### src/rtl/nfc_command_feature_access.sv
`default_nettype none
// ============================================================================
// Module   : nfc_command_feature_access
// Purpose  : Sequencer that issues ONFI SET FEATURES (EFh) and GET FEATURES
//            (EEh) through the async command generator (ACG). It issues the
//            command and address cycles, streams or captures NumOfParamBytes
//            parameter bytes, and waits on the target way's ready/busy line.
//            The low-going edge of RB may be missed (RBLowWindow), and the
//            busy wait is bounded (RBTimeout).
// Ports    : iSystemClock / iReset (async, active-low)
//            Command side : iOpcode, iAddress, iWriteData, iCMDValid,
//                           iWaySelect, oCMDReady, oStart, oLastStep,
//                           oReadData, oReadValid, oTimeout
//            ACG side     : oACG_* step request, CA, write and read streams,
//                           plus iACG_Ready, iACG_LastStep and iACG_ReadyBusy
// Options  : NFC_FEATURE_VERIFY_EN -- a successful set is followed by a get
//            to the same address. oVerifyFail then flags any read-back
//            mismatch.
// Revision : 1.0 - initial release
// ============================================================================
module nfc_command_feature_access #(
    parameter int         NumberOfWays    = 4,
    parameter logic [5:0] GetCommandID    = 6'b000101,
    parameter logic [5:0] SetCommandID    = 6'b000110,
    parameter int         NumOfParamBytes = 4,
    parameter int         RBLowWindow     = 16,
    parameter int         RBTimeout       = 65535
) (
    input  logic                          iSystemClock,
    input  logic                          iReset,
    input  logic [5:0]                    iOpcode,
    input  logic [7:0]                    iAddress,
    input  logic [8*NumOfParamBytes-1:0]  iWriteData,
    input  logic                          iCMDValid,
    output logic                          oCMDReady,
    input  logic [NumberOfWays-1:0]       iWaySelect,
    output logic                          oStart,
    output logic                          oLastStep,
    output logic [8*NumOfParamBytes-1:0]  oReadData,
    output logic                          oReadValid,
    output logic                          oTimeout,
`ifdef NFC_FEATURE_VERIFY_EN
    output logic                          oVerifyFail,
`endif
    output logic [7:0]                    oACG_Command,
    output logic [2:0]                    oACG_CommandOption,
    input  logic [7:0]                    iACG_Ready,
    input  logic [7:0]                    iACG_LastStep,
    output logic [NumberOfWays-1:0]       oACG_TargetWay,
    output logic [15:0]                   oACG_NumOfData,
    output logic                          oACG_CASelect,
    output logic [39:0]                   oACG_CAData,
    output logic [15:0]                   oACG_WriteData,
    output logic                          oACG_WriteLast,
    output logic                          oACG_WriteValid,
    input  logic                          iACG_WriteReady,
    input  logic [15:0]                   iACG_ReadData,
    input  logic                          iACG_ReadLast,
    input  logic                          iACG_ReadValid,
    output logic                          oACG_ReadReady,
    input  logic [NumberOfWays-1:0]       iACG_ReadyBusy
);

    localparam int         c_NB       = NumOfParamBytes;
    localparam int         c_DW       = 8 * NumOfParamBytes;
    localparam logic [7:0] c_GET_OPC  = 8'hEE;
    localparam logic [7:0] c_SET_OPC  = 8'hEF;
    localparam logic [7:0] c_STEP_CA  = 8'h08;
    localparam logic [7:0] c_STEP_OUT = 8'h04;
    localparam logic [7:0] c_STEP_IN  = 8'h02;

    typedef enum logic [3:0] {
        S_RESET       = 4'd0,
        S_READY       = 4'd1,
        S_CMD_LATCH   = 4'd2,
        S_CMD_ISSUE   = 4'd3,
        S_ADDR_ISSUE  = 4'd4,
        S_DATA_OUT    = 4'd5,
        S_WAIT_RB_LOW = 4'd6,
        S_WAIT_RB_HI  = 4'd7,
        S_DATA_IN     = 4'd8,
        S_DONE        = 4'd9
    } t_state;

    t_state                  r_state;
    logic                    r_get;
    logic [7:0]              r_addr;
    logic [c_DW-1:0]         r_wdata;
    logic [NumberOfWays-1:0] r_way;
    logic [7:0]              r_cmd;
    logic [3:0]              r_wbyte;
    logic                    r_wr_done;
    logic [3:0]              r_rbyte;
    logic [c_DW-1:0]         r_rbuf;
    logic [c_DW-1:0]         r_rdata;
    logic [15:0]             r_cnt;
    logic                    r_rb1;
    logic                    r_rb2;
    logic                    r_to;
    logic                    r_vphase;
    logic                    r_vfail;

    logic                    w_acg_ready;
    logic                    w_wr_valid;
    logic [7:0]              w_wr_byte;
    logic [7:0]              w_ca_byte;
    logic [c_DW-1:0]         w_rbuf_next;
    logic                    w_unused;

    // Bit 7 of the ACG ready vector does not belong to any step.
    assign w_acg_ready = &iACG_Ready[6:0];
    assign w_wr_valid  = (r_state == S_DATA_OUT) && !r_wr_done;
    assign w_wr_byte   = r_wdata[r_wbyte*8 +: 8];

    always_comb begin
        w_ca_byte = 8'h00;
        if (r_state == S_CMD_ISSUE) begin
            w_ca_byte = r_get ? c_GET_OPC : c_SET_OPC;
        end else if (r_state == S_ADDR_ISSUE) begin
            w_ca_byte = r_addr;
        end
    end

    // Merge the current read beat so that a beat arriving together with the
    // closing LastStep is still captured in the delivered word.
    always_comb begin
        w_rbuf_next = r_rbuf;
        if ((r_state == S_DATA_IN) && iACG_ReadValid && (r_rbyte < 4'(c_NB))) begin
            w_rbuf_next[r_rbyte*8 +: 8] = iACG_ReadData[7:0];
        end
    end

    always_ff @(posedge iSystemClock or negedge iReset) begin
        if (!iReset) begin
            r_state   <= S_RESET;
            r_get     <= 1'b0;
            r_addr    <= 8'h00;
            r_wdata   <= '0;
            r_way     <= '0;
            r_cmd     <= 8'h00;
            r_wbyte   <= 4'd0;
            r_wr_done <= 1'b0;
            r_rbyte   <= 4'd0;
            r_rbuf    <= '0;
            r_rdata   <= '0;
            r_cnt     <= 16'd0;
            r_rb1     <= 1'b0;
            r_rb2     <= 1'b0;
            r_to      <= 1'b0;
            r_vphase  <= 1'b0;
            r_vfail   <= 1'b0;
        end else begin
            // RB is asynchronous to this clock. Two register stages are used
            // before any decision is made on it.
            r_rb1  <= |(r_way & iACG_ReadyBusy);
            r_rb2  <= r_rb1;
            r_rbuf <= w_rbuf_next;
            if ((r_state == S_DATA_IN) && iACG_ReadValid && (r_rbyte < 4'(c_NB))) begin
                r_rbyte <= r_rbyte + 4'd1;
            end
            if (w_wr_valid && iACG_WriteReady) begin
                if (r_wbyte == 4'(c_NB - 1)) begin
                    r_wr_done <= 1'b1;
                end else begin
                    r_wbyte <= r_wbyte + 4'd1;
                end
            end

            case (r_state)
                S_RESET: begin
                    r_state <= S_READY;
                end
                S_READY: begin
                    r_way <= iWaySelect;
                    if (oStart) begin
                        r_get    <= (iOpcode == GetCommandID);
                        r_addr   <= iAddress;
                        r_wdata  <= iWriteData;
                        r_to     <= 1'b0;
                        r_vphase <= 1'b0;
                        r_vfail  <= 1'b0;
                        r_state  <= S_CMD_LATCH;
                    end
                end
                S_CMD_LATCH: begin
                    r_wbyte   <= 4'd0;
                    r_wr_done <= 1'b0;
                    r_rbyte   <= 4'd0;
                    r_rbuf    <= '0;
                    r_cnt     <= 16'd0;
                    r_state   <= S_CMD_ISSUE;
                end
                S_CMD_ISSUE, S_ADDR_ISSUE: begin
                    if (iACG_LastStep[3] && r_cmd[3]) begin
                        r_cmd <= 8'h00;
                        r_cnt <= 16'd0;
                        if (r_state == S_CMD_ISSUE) begin
                            r_state <= S_ADDR_ISSUE;
                        end else begin
                            r_state <= r_get ? S_WAIT_RB_LOW : S_DATA_OUT;
                        end
                    end else if ((r_cmd == 8'h00) && w_acg_ready) begin
                        r_cmd <= c_STEP_CA;
                    end
                end
                S_DATA_OUT: begin
                    if (iACG_LastStep[2] && r_cmd[2]) begin
                        r_cmd   <= 8'h00;
                        r_cnt   <= 16'd0;
                        r_state <= S_WAIT_RB_LOW;
                    end else if ((r_cmd == 8'h00) && w_acg_ready) begin
                        r_cmd <= c_STEP_OUT;
                    end
                end
                S_WAIT_RB_LOW: begin
                    // The busy period can be shorter than the sync delay. If RB
                    // never shows low, the operation is assumed to have finished.
                    if (!r_rb2 || (r_cnt == 16'(RBLowWindow - 1))) begin
                        r_cnt   <= 16'd0;
                        r_state <= S_WAIT_RB_HI;
                    end else begin
                        r_cnt <= r_cnt + 16'd1;
                    end
                end
                S_WAIT_RB_HI: begin
                    if (r_rb2) begin
                        if (r_get) begin
                            r_state <= S_DATA_IN;
`ifdef NFC_FEATURE_VERIFY_EN
                        end else if (!r_vphase) begin
                            // Chain a read-back of the same feature address.
                            r_vphase <= 1'b1;
                            r_get    <= 1'b1;
                            r_state  <= S_CMD_LATCH;
`endif
                        end else begin
                            r_state <= S_DONE;
                        end
                    end else if (r_cnt == 16'(RBTimeout)) begin
                        r_to    <= 1'b1;
                        r_state <= S_DONE;
                    end else begin
                        r_cnt <= r_cnt + 16'd1;
                    end
                end
                S_DATA_IN: begin
                    if (iACG_LastStep[1] && r_cmd[1]) begin
                        r_cmd   <= 8'h00;
                        r_rdata <= w_rbuf_next;
                        if (r_vphase) begin
                            r_vfail <= (w_rbuf_next != r_wdata);
                        end
                        r_state <= S_DONE;
                    end else if ((r_cmd == 8'h00) && w_acg_ready) begin
                        r_cmd <= c_STEP_IN;
                    end
                end
                S_DONE: begin
                    r_state <= S_READY;
                end
                default: begin
                    r_state <= S_RESET;
                end
            endcase
        end
    end

    assign oStart             = iCMDValid && ((iOpcode == GetCommandID) || (iOpcode == SetCommandID));
    assign oCMDReady          = (r_state == S_READY) || (r_state == S_RESET);
    assign oLastStep          = (r_state == S_DONE);
    assign oReadValid         = (r_state == S_DONE) && r_get && !r_to;
    assign oTimeout           = (r_state == S_DONE) && r_to;
    assign oReadData          = r_rdata;
`ifdef NFC_FEATURE_VERIFY_EN
    assign oVerifyFail        = (r_state == S_DONE) && r_vfail;
`endif

    assign oACG_Command       = r_cmd;
    assign oACG_CommandOption = 3'b000;
    assign oACG_TargetWay     = r_way;
    assign oACG_NumOfData     = ((r_state == S_DATA_OUT) || (r_state == S_DATA_IN)) ? 16'(c_NB) : 16'd0;
    assign oACG_CASelect      = (r_state != S_ADDR_ISSUE);
    assign oACG_CAData        = {w_ca_byte, 32'h0000_0000};
    assign oACG_WriteValid    = w_wr_valid;
    assign oACG_WriteData     = w_wr_valid ? {8'h00, w_wr_byte} : 16'h0000;
    assign oACG_WriteLast     = w_wr_valid && (r_wbyte == 4'(c_NB - 1));
    assign oACG_ReadReady     = (r_state == S_DATA_IN);

    // Interface bits that this sequencer has no use for.
    assign w_unused = &{1'b0, iACG_Ready[7], iACG_LastStep[7:4], iACG_LastStep[0],
                        iACG_ReadData[15:8], iACG_ReadLast};

endmodule
`default_nettype wire
### config.mk
export PLATFORM = sky130hd
export DESIGN_NAME = nfc_command_feature_access
export DESIGN_NICKNAME = d
export VERILOG_FILES = /design/src/rtl/nfc_command_feature_access.sv
export SDC_FILE = /design/constraint.sdc
export NUM_CORES = 1
export LEC_CHECK = 0
export ABC_CLOCK_PERIOD_IN_PS = 2550
export CAP_MARGIN = 10
export CORE_MARGIN = 3
export CORE_UTILIZATION = 43
export CTS_CLUSTER_DIAMETER = 100
export DETAILED_ROUTE_END_ITERATION = 8
export GPL_TIMING_DRIVEN = 0
export PLACE_DENSITY = 0.87
export SKIP_LAST_GASP = 1
export SLEW_MARGIN = 25
export SYNTH_ARGS = -nofsm -noshare
export SYNTH_HDL_FRONTEND = slang
export SYNTH_SLANG_ARGS = --single-unit
### constraint.sdc
create_clock -name iSystemClock -period 2.55 [get_ports iSystemClock]
set_input_delay 0.51 -clock iSystemClock [delete_from_list [all_inputs] [get_ports iSystemClock]]
set_output_delay 0.51 -clock iSystemClock [all_outputs]
set_load 0.05 [all_outputs]
==> flow_summary.json <==
{
  "cp_max_fo": 5,
  "period_needed_ns": 2.56,
  "layout_commonest_cell": "dfrtp_1",
  "powerDensity_nw_per_um2": 1050,
  "cp.required_ns": 2.86,
  "crit_top_cell": "or4_4",
  "clock_skew_ns": 0.0102,
  "max_slew.worst_pin.slew_ns": 0.899,
  "startpoint": "r_cnt[7]",
  "worstSetupPathType": "reg2reg",
  "first_iter_violations": 324,
  "grt_max_degree": 77,
  "num_vias": 6114,
  "status": "finished, violations left",
  "maxCapViolations": 0,
  "numClockSinks": 144,
  "synth_area_um2": 7380,
  "rsz0062_at_grt": "yes",
  "wl_per_cell_um": 16.7,
  "wl_um": 19600,
  "h-tree-depth": 4,
  "cts_tree": "done",
  "clk_pin_slew_ns": 0.07,
  "grt_remaining_overflow": 0,
  "synth_edf_count": 0,
  "die_x_um": 137,
  "core_area_um2": 16700,
  "final.setup.worst_slack_ns": -0.0146,
  "async_flop_share_pct": 100,
  "ant_nets": 0,
  "antenna_found_initial": 0,
  "slowest_delay_ns": 0.57,
  "maxSlewViolCount": 0,
  "cp-start-kind": "flip-flop",
  "yosysWarnings": 0,
  "area_delta_synth_final_pct": 41.6,
  "nFillCells": 1349,
  "final_cells": 1171,
  "rows": 47,
  "ys.flop_type": "dfrtp_1",
  "setup_viol": 4,
  "numPortBuffers": 141,
  "ir_worst_vdd_v": 0.000682,
  "synth-seq-area-share_pct": 48.8,
  "io_pins": 220,
  "die-area_um2": 18800,
  "clock.fmax_mhz": 390,
  "max-clock-path-buffers": 2,
  "p_leak_nw": 4.80,
  "hold_class": "in2async",
  "syn-instance-count": 700,
  "synth.avg_cell_area_um2": 10.5,
  "via_per_inst": 5.22,
  "initial_utilization_pct": 44.2,
  "drc": 0,
  "grt_pass1_vias": 5951,
  "r2r-start": "r_cnt[7]",
  "cts_hold_buf": 0,
  "fp.dieH_um": 137,
  "ys_ff_latch": 144,
  "ff_latch_area_um2": 3610,
  "post-route-period-util_pct": 101,
  "slew_headroom_pct": 39.9,
  "path_cells": "or4_4 > or4_4 > and2_4 > or4_4 > a32o_1",
  "end_kind": "flip-flop",
  "clk_latency_ns": 0.42,
  "dp_slack_ns": -0.774,
  "grtUsageTotal_pct": 20.7,
  "hold_viol": 0,
  "final_nets": 1036,
  "fin_util_pct": 62.6,
  "diodes": 0,
  "arrival_ns": 2.87,
  "multiInputGateArea_um2": 3700,
  "grt_pass1_wl_um": 30600,
  "mostFrequentLayoutCells": "dfrtp_1 (140), clkdlybuf4s50_1 (114), buf_4 (89)",
  "place.gp.congestion": 0.876,
  "dp_cells": 1124,
  "synth.distinct_cells": 67,
  "p_total_mw": 11.0,
  "cts_root_buffer": "clkbuf_16",
  "hpwl_um": 13400,
  "numCtsBuffers": 17,
  "slowest_stage": "or4_4",
  "failed_checks": "setup timing",
  "dr.pass1.iters": 6,
  "drive_above_1_share_pct": 29.8
}
-- flip-flops by register name, summed over array words and instances, names as in the netlist --
signal	cells
oACG_TargetWay	4
r_to	1
r_state	4
r_get	1
r_rbuf	32
r_wr_done	1
oReadData	32
r_rb2	1
oACG_Command	3
r_wdata	32
r_addr	8
r_wbyte	4
r_rb1	1
r_cnt	16
r_rbyte	4
-- worst max-delay path, delay by kind of cell, from the launching register on --
kind / cells / cell delay (ns)
compound gates: 1 / 0.22
flops: 1 / 0.44
simple gates: 4 / 1.80
-- layer usage --
layer / track usage, % / vias to the layer above / wire, µm
met5: 0 / - / 0
met4: 6.32 / 0 / 486
met3: 6.14 / 45 / 1600
met2: 35.6 / 274 / 9920
met1: 25.2 / 2977 / 7600
li1: - / 2818 / -
-- cell usage after synthesis, types with 4 or more instances --
cell / count / area (µm²)
mux2_2: 44 / 495
nand4b_1: 5 / 43.8
nand4_1: 6 / 37.5
nor3_1: 7 / 35.0
a22oi_1: 5 / 37.5
o211ai_1: 4 / 30.0
or4_1: 7 / 52.6
and3_1: 17 / 106
clkbuf_1: 25 / 93.8
xor2_1: 4 / 35.0
nand3_1: 13 / 65.1
buf_1: 8 / 30.0
dfrtp_1: 144 / 3600
o21ai_0: 9 / 45.0
nor2_1: 86 / 323
nand2_1: 31 / 116
mux4_2: 8 / 180
a21oi_1: 61 / 305
mux2i_1: 38 / 380
inv_1: 18 / 67.6
buf_4: 63 / 473
nor4b_1: 5 / 43.8
and2_1: 21 / 131
ha_1: 5 / 62.6
-- path summary, 6_finish.rpt --
check	to	slack (ns)	cells after the start
worst max-delay path	r_state[2]	-0.01	5
worst min-delay path	r_rbuf[20]	0.04	1
worst max register to register	r_state[2]	-0.01	5
worst min register to register	r_rb2	0.37	0
max in group asynchronous	r_state[2]	1.73	2
min in group iSystemClock	r_rb2	0.37	0
-- cells by family after synthesis --
group           synth area share [%]
fa+ha+maj                      0.847
buf+inv                         9.27
xor+xnor                       0.712
simple gates                    16.3
flops                           48.8
mux                             14.5
compound gates                  9.54
other cells                   0.0508
-- per-stage QoR --
step                      setup TNS, ns  hold slack (ns)  area [µm²]
after floorplan                   -2.41            0.214        7700
after global placement          -709.90            0.332        9390
after detailed placement         -32.35            0.356        9420
after CTS                        -0.831           0.0481       10200
after global routing              -5.81           0.0715       10500
final                           -0.0272           0.0426       10500
-- report_power, final --
part / internal (mW) / switching, mW / leakage, nW
sequential: 2.86 / 0.371 / 1.91
combinational: 1.98 / 3.29 / 2.62
clock: 1.46 / 1.05 / 0.276
total: 6.31 / 4.71 / 4.80
-- repair_timing --
action	4_1_cts	5_1_grt
setup buffers	11	8
pin swaps	5	7
hold endpoints to repair	0	0
gates resized for setup	151	92
endpoints found under the setup margin	124	125
-- cell type report --
type                            count  share of cell area, %
Buffer                             97                   6.20
Clock buffer                       19                   4.14
Clock inverter                     12                   1.45
Inverter                           18                  0.646
Multi-Input combinational cell    500                   35.4
Sequential cell                   144                   34.5
Tap cell                          220                   2.63
Timing Repair Buffer              161                   15.0
Note: power is estimated with default switching activity, not from simulation.
==> variant 1, RTL diff (same flow settings) <==
`NumOfParamBytes`: 4 -> 8.
--- a/src/rtl/nfc_command_feature_access.sv
+++ b/src/rtl/nfc_command_feature_access.sv
@@ -22,7 +22,7 @@
     parameter int         NumberOfWays    = 4,
     parameter logic [5:0] GetCommandID    = 6'b000101,
     parameter logic [5:0] SetCommandID    = 6'b000110,
-    parameter int         NumOfParamBytes = 4,
+    parameter int         NumOfParamBytes = 8,
     parameter int         RBLowWindow     = 16,
     parameter int         RBTimeout       = 65535
 ) (
Ports: changed (resized iWriteData and oReadData); port bits go from 220 to 284. No check against the original RTL was run, so the function may have changed too.
==> variant 1 against the unedited design <==
Cell area up 51%. Setup slack got worse by 340 ps. Wire length increased by 64%. Die area increased by 51%. Hold slack better by 310 ps. Sequential cell count increased by 96. First-iteration DRC count rose by 110%. Synthesized area rose by 54%. Critical path depth decreased by 1. Combinational power down 0.9%. Clock power increased by 50%. Global-route usage up 0.76 points. Critical path type is now reg2out. Power rose by 22%. The flow still finishes with violations (negative setup slack).
==> variant 1: results (changes against the unedited design) <==
Inst Count DP=1,611 (+43%); WP data arrival=2390 ps (-480 ps); I/O Buffers=205 (+45%); CP max stage delay=590 ps (+20 ps); drt pass-1 iters=5 (-1); Finished Layout Cells=1,683 (+44%); maximum root-to-sink buffer count=3 (+1); Worst Slack Setup Final=-350.6 ps (-336.1 ps); Synth area leaders=dfrtp_1 53%, mux2_2 7.4%, mux2i_1 6.8%, buf_4 4.7%, nand2_1 3.4%; Distinct cells, synth=70 (+4.5%); Worst R2R Path Depth=10 (+5); vias in the first global route=9,256 (+56%); status=finished, violations left; Commonest cells post-synth=240 x dfrtp_1, 103 x nand2_1, 92 x nor2_1, 77 x mux2i_1, 75 x mux2_2; final wirelength=32.11 mm (+64%); Post-Synthesis Cells=1,011 (+44%); GPL Wtd Cong=0.8772 (+0.10%); Peak supply drop=0.7063 mV (+3.5%); slowest cell on the critical path=or4bb_4; Clk Latency, worst-skew pair=540 ps (+120 ps); Internal Power=0.008582 W (+36%); Nets=1,464 (+41%); slew of the pin with the lowest slew margin=888.6 ps (-10.54 ps); final setup fails=19 (+15); Seq/Total Area, Yosys=52.93% (+4.1 points); first-pass GRT wire length=49.61 mm (+62%); failing checks=negative setup slack; clock skew=24.93 ps (+14.71 ps); Initial DRC Count=685 (+110%); Total GRT Usage=21.51% (+0.76 points)
==> variant 1: changes by cell type in the layout (fill, tap and decap cells not counted), sizes merged, moves of 37 or more <==
| cell | change |
|---|---|
| o21ai | +70 |
| mux2i | +39 |
| nand2 | +72 |
| a21oi | -37 |
| clkdlybuf4s50 | +64 |
| dfrtp | +96 |
==> variant 1: cell families (layout without fill, tap and decap cells) <==
family | count (synthesis) | count (layout) | share of synthesized area [%]
compound gates | 139 | 139 | 7.311
xor+xnor | 5 | 5 | 0.3859
fa+ha+maj | 7 | 7 | 0.7718
buf+inv | 132 | 411 | 6.969
flops | 240 | 240 | 52.93
mux | 168 | 168 | 17.41
other cells | 1 | 63 | 0.03305
simple gates | 319 | 320 | 14.19
==> variant 1: through the flow <==
| step | utilization (%) | worst slack (ps) |
|---|---|---|
| 6_report | 61.97 | -350.6 |
| 5_1_grt | 61.97 | -377.3 |
| 4_1_cts | 59.87 | -336.1 |
| 3_5_place_dp | 55.40 | -909.5 |
| 3_3_place_gp | 55.12 | -9756 |
| 2_1_floorplan | - | -87.61 |
==> variant 1: worst paths after layout <==
check                           start                end  slack [ps]
setup / recovery           r_state[3]  oACG_WriteData[5]        -350
hold / removal                  r_rb1              r_rb2         360
setup reg to reg           r_rbyte[0]       oReadData[9]           0
hold reg to reg                 r_rb1              r_rb2         360
max in group asynchronous      iReset         r_rbuf[13]        1030
min in group asynchronous      iReset               r_to         570
==> variant 1: cell type report <==
type	count	area, sq um
fill	1888	9716
sequential	240	6011
multi-input combinational	702	5261
timing repair buffer	234	2381
buffer	119	854.6
clock buffer	34	720.7
tap	330	412.9
clock inverter	14	137.6
inverter	10	50.05
==> variant 1: power by group through the flow <==
| stage | combinational (W) | clock [W] | sequential (W) |
|---|---|---|---|
| 2_1_floorplan | 0.00286 | 0 | 0.00458 |
| 5_1_grt | 0.00558 | 0.00398 | 0.00453 |
| 4_1_cts | 0.00458 | 0.00383 | 0.00446 |
| 6_report | 0.00523 | 0.00377 | 0.00450 |
| 3_3_place_gp | 0.00403 | 0 | 0.00450 |
| 3_5_place_dp | 0.00415 | 0 | 0.00451 |
==> variant 1: per-layer routing <==
metal	track usage (%)	part of all wire (%)	vias to the layer above
met4	6.261	2.8	0
met5	0	0	-
met1	26.27	38	4380
li1	-	-	4089
met2	38.05	51	431
met3	5.095	8.6	73
==> variant 1: what timing repair did <==
| item | CTS | global route |
|---|---|---|
| buffers inserted | 12 | 13 |
| gates cloned | 1 | 0 |
| endpoints found under the hold margin | 2 | 0 |
| pin swaps | 17 | 25 |
| hold buffers | 1 | 0 |
| resized for setup | 208 | 134 |
| setup endpoints to repair | 77 | 112 |
==> variant 2, RTL diff (same settings) <==
Without the edit above. Compare `r_cnt` against `16'(RBLowWindow - 1)` with >= in place of ==.
--- a/src/rtl/nfc_command_feature_access.sv
+++ b/src/rtl/nfc_command_feature_access.sv
@@ -215,7 +215,7 @@
                 S_WAIT_RB_LOW: begin
                     // The busy period can be shorter than the sync delay. If RB
                     // never shows low, the operation is assumed to have finished.
-                    if (!r_rb2 || (r_cnt == 16'(RBLowWindow - 1))) begin
+                    if (!r_rb2 || (r_cnt >= 16'(RBLowWindow - 1))) begin
                         r_cnt   <= 16'd0;
                         r_state <= S_WAIT_RB_HI;
                     end else begin
Formal check against the unedited RTL: no difference found for any inputs over 4 cycles, from zero or initial values and one cycle with iReset low; that may be too few to reach the edited logic, so the function may still have changed.
==> variant 2 against the unedited design <==
The flow still finishes with violations (negative setup slack). First-iteration DRC count increased by 12%. Wire length decreased by 1.2%. Sequential cell count unchanged. Setup slack got worse by 170 ps. Critical endpoint is now r_rbuf[4]. Power decreased by 16%. Non-clock buffer count decreased by 7. Clock skew decreased by 3.6 ps. Synthesized cell count decreased by 0.14%. Cell area decreased by 1.6%. Synthesized area decreased by 1.7%.
==> variant 2: results (changes against the unedited design) <==
GPL Wtd Cong=0.9212 (+5.1%); layout cells sized above 1=28.84% (-0.91 points); Leak=4.782 nW (-0.44%); fillcell total=1,200 (-11%); Clock Power Share=29.8% (+7.0 points); Worst Hold Class=in2async; Distinct cells, synth=58 (-13%); Nets=1,027 (-0.87%); Setup Total Neg Slack=-4455 ps (-4428 ps); WP data arrival=3020 ps (+150 ps); Internal Power=0.005715 W (-9.4%); final wirelength=19.36 mm (-1.2%); Comb power=0.00368 W (-30%); pre-CTS setup slack=-613.9 ps (+160.1 ps); Worst-path clk slew=60 ps; I/O Buffers=141 (unchanged); Synth area leaders=dfrtp_1 50%, mux2_2 7.1%, buf_4 6.5%, nor2_1 6.0%, a21oi_1 3.1%; Finished Layout Cells=1,159 (-1.0%); H-tree depth=4 (unchanged); failing checks=negative setup slack; vias in the first global route=5,888 (-1.1%); met1 usage=24.28% (-0.89 points); Synth Area in Adders=0.8624% (+0.015 points); YS warnings=0 (unchanged); Worst Slack Setup Final=-184.8 ps (-170.2 ps); Post-Place Cell Area=9271 sq um (-1.6%); Top FF cell, synth=dfrtp_1; pin count of the biggest net entering global routing=78 (+1.3%); clock skew=6.626 ps (-3.597 ps); first-pass GRT wire length=30.13 mm (-1.4%); Net Sw Frac=37.96% (-4.8 points); Peak supply drop=0.9361 mV (+37%); Synth Area in XOR/XNOR=2.173% (+1.5 points); Mean Syn Cell Area=10.38 sq um (-1.6%); worst hold margin=34.18 ps (-8.450 ps); # Max-Cap Violations=0 (unchanged); DR vias=6,003 (-1.8%); status=finished, violations left; Seq/Total Area, Yosys=49.67% (+0.87 points); Compound-Gate Fraction of Synth Area=8.330% (-1.2 points); Commonest cells post-synth=144 x dfrtp_1, 116 x nor2_1, 63 x buf_4, 46 x mux2_2, 45 x a21oi_1; met2 global-route usage=35.56% (-0.076 points); Initial DRC Count=362 (+12%); multiplexer share of the synthesized area=12.25% (-2.3 points); Total GRT Usage=20.94% (+0.19 points); final setup fails=32 (+28); Inst Count DP=1,119 (-0.44%); post-DP HPWL=13.08 mm (-2.4%); Max Fanout on Critical Path=8 (+3); GR Util met3=7.217% (+1.1 points); worst rel slew slack=43.53% (+3.6 points); drt pass-1 iters=7 (+1)
variant 2: cell types whose count changed after synthesis, moves of 10 or more:
cell / before / now
a21oi_1: 61 / 45
a21oi_2: 1 / 16
and2_1: 21 / 10
inv_1: 18 / 6
mux2i_1: 38 / 19
nand2_1: 31 / 41
nor2_1: 86 / 116
xnor2_1: 2 / 15
variant 2: cells by family after synthesis:
family | count (synthesis)
simple gates | 256
other cells | 1
xor+xnor | 18
mux | 73
buf+inv | 108
compound gates | 94
fa+ha+maj | 5
flops | 144
variant 2: path summary, 6_finish.rpt:
check                            from             to  depth (start not counted)
setup / recovery           r_rbyte[0]      r_rbuf[4]                          8
hold / removal                 iReset  oReadData[14]                          1
setup reg to reg           r_rbyte[0]      r_rbuf[4]                          8
hold reg to reg                 r_rb1          r_rb2                          0
max in group asynchronous      iReset       r_cnt[6]                          2
min in group iSystemClock       r_rb1          r_rb2                          0
variant 2: worst max-delay path: stages (launching register included):
cell,delay [ps]
dfrtp_1,420
clkbuf_16,170
or3_4,370
ha_4,250
or4_4,490
nor4_4,330
buf_12,220
mux2i_4,280
nor2_1,70
variant 2: routing by layer:
metal,vias up,share of wire [%]
met5,-,0
met4,0,3.3
met3,58,9.6
met2,314,50
met1,2879,37
li1,2752,-
variant 2: cell type report:
cell class	count	area, sq um	share of cell area (%)
tap	216	270.3	2.629
sequential	144	3605	35.07
inverter	7	27.53	0.2678
clock inverter	14	212.7	2.069
multi-input combinational	509	3580	34.82
timing repair buffer	154	1484	14.44
clock buffer	18	439.2	4.272
buffer	97	661.9	6.439
variant 2: repair_timing:
item                                    CTS  global route
endpoints found under the setup margin  115           109
setup buffers                             7             5
pin swaps                                 4            12
gates resized for setup                 172            45
